--- src/rtl/nor_chain_pipe.sv ---
// Pipelined N_IN-input cascaded NOR chain exposing every tap, with valid/ready flow control.
// Optional transfer counter on port xfer_cnt when NOR_CHAIN_PIPE_CNT_EN is defined.
module nor_chain_pipe #(
  parameter int N_IN           = 4,
  parameter int STAGES_PER_REG = 1
) (
  input  logic            clk,
  input  logic            rst_n,
  input  logic [N_IN-1:0] in_data,
  input  logic            in_valid,
  output logic            in_ready,
  output logic [N_IN-2:0] out_taps,
  output logic            out_valid,
  input  logic            out_ready,
  output logic            out_nor
`ifdef NOR_CHAIN_PIPE_CNT_EN
  ,
  output logic [15:0]     xfer_cnt
`endif
);

  localparam int NST = N_IN - 1;
  localparam int L   = (NST + STAGES_PER_REG - 1) / STAGES_PER_REG;

  logic w_adv;

  // Global stall: every slice advances together whenever the output slot is free.
  assign w_adv    = !out_valid || out_ready;
  assign in_ready = w_adv;

  for (genvar j = 0; j < L; j++) begin : g_slice
    localparam int LO = j * STAGES_PER_REG;
    localparam int HI = ((j + 1) * STAGES_PER_REG < NST) ? (j + 1) * STAGES_PER_REG : NST;

    logic [HI-1:0] w_taps;
    logic [HI-1:0] r_taps;
    logic          w_vld;
    logic          r_vld;

    if (j == 0) begin : g_first
      assign w_vld = in_valid;

      always_comb begin : p_nor
        logic [HI-1:0] v;
        v     = '0;
        v[LO] = ~(in_data[0] | in_data[1]);
        for (int k = LO + 1; k < HI; k++) begin
          v[k] = ~(v[k-1] | in_data[k+1]);
        end
        w_taps = v;
      end
    end else begin : g_rest
      assign w_vld = g_slice[j-1].r_vld;

      // Unconsumed operands arrive packed so that bit 0 is in_data[LO+1].
      always_comb begin : p_nor
        logic [HI-1:0] v;
        v         = '0;
        v[LO-1:0] = g_slice[j-1].r_taps;
        for (int k = LO; k < HI; k++) begin
          v[k] = ~(v[k-1] | g_slice[j-1].g_fwd.r_data[k-LO]);
        end
        w_taps = v;
      end
    end

    if (j < L - 1) begin : g_fwd
      localparam int DW = N_IN - 1 - HI;

      logic [DW-1:0] w_data;
      logic [DW-1:0] r_data;

      if (j == 0) begin : g_src_in
        assign w_data = in_data[N_IN-1:HI+1];
      end else begin : g_src_prev
        assign w_data = g_slice[j-1].g_fwd.r_data[N_IN-2-LO:HI-LO];
      end

      always_ff @(posedge clk) begin
        if (w_adv && w_vld) begin
          r_data <= w_data;
        end
      end
    end

    // ---- slice register boundary ----
    always_ff @(posedge clk or negedge rst_n) begin
      if (!rst_n) begin
        r_vld  <= 1'b0;
        r_taps <= '0;
      end else if (w_adv) begin
        r_vld <= w_vld;
        if (w_vld) begin
          r_taps <= w_taps;
        end
      end
    end
  end

  assign out_valid = g_slice[L-1].r_vld;
  assign out_taps  = g_slice[L-1].r_taps;
  assign out_nor   = g_slice[L-1].r_taps[NST-1];

`ifdef NOR_CHAIN_PIPE_CNT_EN
  logic [15:0] r_cnt;

  always_ff @(posedge clk or negedge rst_n) begin
    if (!rst_n) begin
      r_cnt <= 16'h0000;
    end else if (out_valid && out_ready) begin
      r_cnt <= r_cnt + 16'd1;
    end
  end

  assign xfer_cnt = r_cnt;
`endif

endmodule

--- config.mk ---
export PLATFORM = sky130hd
export DESIGN_NAME = nor_chain_pipe
export DESIGN_NICKNAME = d
export VERILOG_FILES = /design/src/rtl/nor_chain_pipe.sv
export SDC_FILE = /design/constraint.sdc
export NUM_CORES = 1
export LEC_CHECK = 0
export BUFFER_PORTS_ARGS = -buffer_cell sky130_fd_sc_hd__clkbuf_2
export CAP_MARGIN = 40
export CELL_PAD_IN_SITES_DETAIL_PLACEMENT = 0
export CELL_PAD_IN_SITES_GLOBAL_PLACEMENT = 1
export CORE_MARGIN = 5
export CORE_UTILIZATION = 25
export CTS_CLUSTER_DIAMETER = 150
export DETAILED_ROUTE_END_ITERATION = 7
export PLACE_DENSITY_LB_ADDON = 0.1
export RECOVER_POWER = 100
export SETUP_SLACK_MARGIN = 0.05
export SYNTH_ARGS = -nofsm -noshare
export SYNTH_HDL_FRONTEND = slang
export SYNTH_SLANG_ARGS = --single-unit
--- constraint.sdc ---
create_clock -name clk -period 1.9 [get_ports clk]
set_input_delay 0.19 -clock clk [delete_from_list [all_inputs] [get_ports clk]]
set_output_delay 0.19 -clock clk [all_outputs]
set_load 0.01 [all_outputs]
==> run summary <==
Die Y: 54.7 um
final WL: 814 um
crit path time final: 1200 ps
DP HPWL: 639 um
maximum VDD drop: 0.000358 V
Slew @ Worst Pin: 480 ps
PostCTS Resize Cnt: 0
Fmax: 834 MHz
PortBufs: 13
share of cells above drive strength 1: 0.200
clk_skew: 0.722 ps
remaining global-route overflow: 0
synthesized area: 499 um2
Initial Utilization: 0.257
Antenna Nets Post-Route: 0
Worst-path clk slew: 70 ps
CTS Sinks: 12
die area: 0.00299 mm2
DP Cell Count: 72
Synth Register Bits: 12
RSZ-0062 raised after global routing: false
CP peak stage delay: 380 ps
ANT cells: 0
Final Wtd Congestion: 0.759
worst rel slew slack: 0.680
die span in x: 54.7 um
largest net degree at the start of global routing: 10
via count: 278
Top Ports: 14
nets: 59
Post-Layout Inst Area: 571 um2
Residual DRC: 0
non-filler cells, final: 77
Root Buffer Master: clkbuf_4
sequential cell area fraction in the yosys report: 0.632
fin. max-slew vios: 0
Mapped Cells: 34
WP data arrival: 1010 ps
dpl cell area: 579 um2
DR vias/cell: 3.61
Static Leakage: 0.273 nW
setup TNS: 0 ps
final setup fails: 0
DR WL/cell: 10.6 um
Syn Nets: 42
period utilization: 0.631
hold-fix buffer count after cts: 1
clock buffer depth: 2
Core Footprint: 0.00194 mm2
syn avg cell area: 14.7 um2
H-tree Lvls: 1
CTS buffer count: 3
CP required: 1710 ps
gr usage total: 0.0737
crit-path cells: nand2b_1 -> clkbuf_1
number of global-route vias before repair: 324
crit-path max FO: 7
worst min-delay path category: input port to flop
Power Density: 1320 mW/mm2
Area growth syn-to-layout: 14.3%
Synth warnings: 0
Final Hold Viols: 0
startpoint types: flop
slowest CP cell: dfrtp_1
Iteration-0 DRC Markers: 2
Yosys cell types: 12
Core Rows: 16
CP Class: flop to output port
worst skew pair latency: 270 ps
initial antenna violation count: 0
Layout fillers: 220
max_cap viols: 0
drt first pass iters: 2
global-route wire length before repair: 1.44 mm
Worst Setup End Kind: output port
CTS tree: yes
status: finished clean
Post-CTS Setup Inserts: 0
[worst max-delay path: cells and delay by family (launching register included)]
kind | cells | cell delay, ps
buffers and inverters | 1 | 180
flip-flops | 1 | 380
AND/OR/NAND/NOR | 1 | 180
[placed cells by master (no fill, tap or decap)]
cell type | synthesis | routed
dlygate4sd3_1 | 0 | 1
dfrtp_1 | 9 | 9
clkbuf_2 | 0 | 6
nand2b_1 | 1 | 1
mux2_1 | 0 | 5
clkinv_1 | 0 | 1
edfxtp_1 | 3 | 3
o21ai_0 | 2 | 2
clkbuf_1 | 0 | 7
nor2_1 | 3 | 3
nand2_1 | 1 | 4
mux2_4 | 6 | 1
inv_1 | 4 | 4
clkbuf_4 | 0 | 3
[worst paths after layout]
check	startpoint	end	slack [ps]	depth (start not counted)
hold / removal	in_data[3]	g_slice[0].g_fwd.r_data[1]	90	1
setup reg to reg	out_valid	out_taps[2]	710	3
max in group asynchronous	rst_n	g_slice[0].r_vld	1190	2
min in group asynchronous	rst_n	out_taps[0]	390	2
setup / recovery	out_valid	in_ready	700	2
hold reg to reg	g_slice[0].g_fwd.r_data[1]	g_slice[1].g_fwd.r_data	420	0
[flip-flops by register name, summed over array words and instances (netlist names)]
register              flops
out_valid                 1
g_slice.r_vld             2
g_slice.g_fwd.r_data      3
out_taps                  3
g_slice.r_taps            3
[through the flow]
step	power, mW	hold slack [ps]	setup slack, ps	utilization
final	0.753	92.8	701	0.294
after global routing	0.821	79.5	570	0.294
after CTS	0.850	83.7	543	0.317
after detailed placement	0.685	64.6	696	0.298
after global placement	0.676	55.9	731	0.298
after floorplan	0.616	-106	795	-
[final cells by class]
type / instances / area, um2 / area share
clock buffer: 3 / 22.5 / 0.0395
clock inverter: 1 / 3.75 / 0.00658
inverter: 4 / 15.0 / 0.0263
multi-input combinational: 16 / 114 / 0.200
sequential: 12 / 315 / 0.553
tap: 27 / 33.8 / 0.0592
timing repair buffer: 14 / 66.3 / 0.116
[cells by family after synthesis]
| family | after synthesis | share of synthesized area |
|---|---|---|
| flops | 12 | 0.632 |
| simple gates | 8 | 0.100 |
| buf+inv | 6 | 0.0677 |
| mux | 6 | 0.180 |
| compound gates | 2 | 0.0201 |
[where the power goes]
part / internal (mW) / leakage [nW] / total, mW / switching [mW]
Sequential: 0.350 / 0.140 / 0.397 / 0.0466
Clock: 0.0759 / 0.0154 / 0.160 / 0.0840
Combinational: 0.0888 / 0.117 / 0.196 / 0.107
Total: 0.515 / 0.273 / 0.753 / 0.238
[per-layer routing]
| metal | GRT usage | routed length [um] | vias to the layer above |
|---|---|---|---|
| met2 | 0.112 | 369 | 13 |
| met3 | 0.0354 | 83 | 2 |
| li1 | - | - | 141 |
| met4 | 0.0498 | 14 | 0 |
| met1 | 0.0799 | 347 | 122 |
| met5 | 0 | 0 | - |
[synthesized netlist by cell type (all sizes together)]
cell / n / area [um2]
buf: 2 / 18.8
dfrtp: 9 / 225
edfxtp: 3 / 90.1
inv: 4 / 15.0
mux2: 6 / 90.1
nand2: 4 / 32.5
nand2b: 1 / 6.26
nor2: 3 / 11.3
o21ai: 2 / 10.0
(Power assumes the default switching activity.)
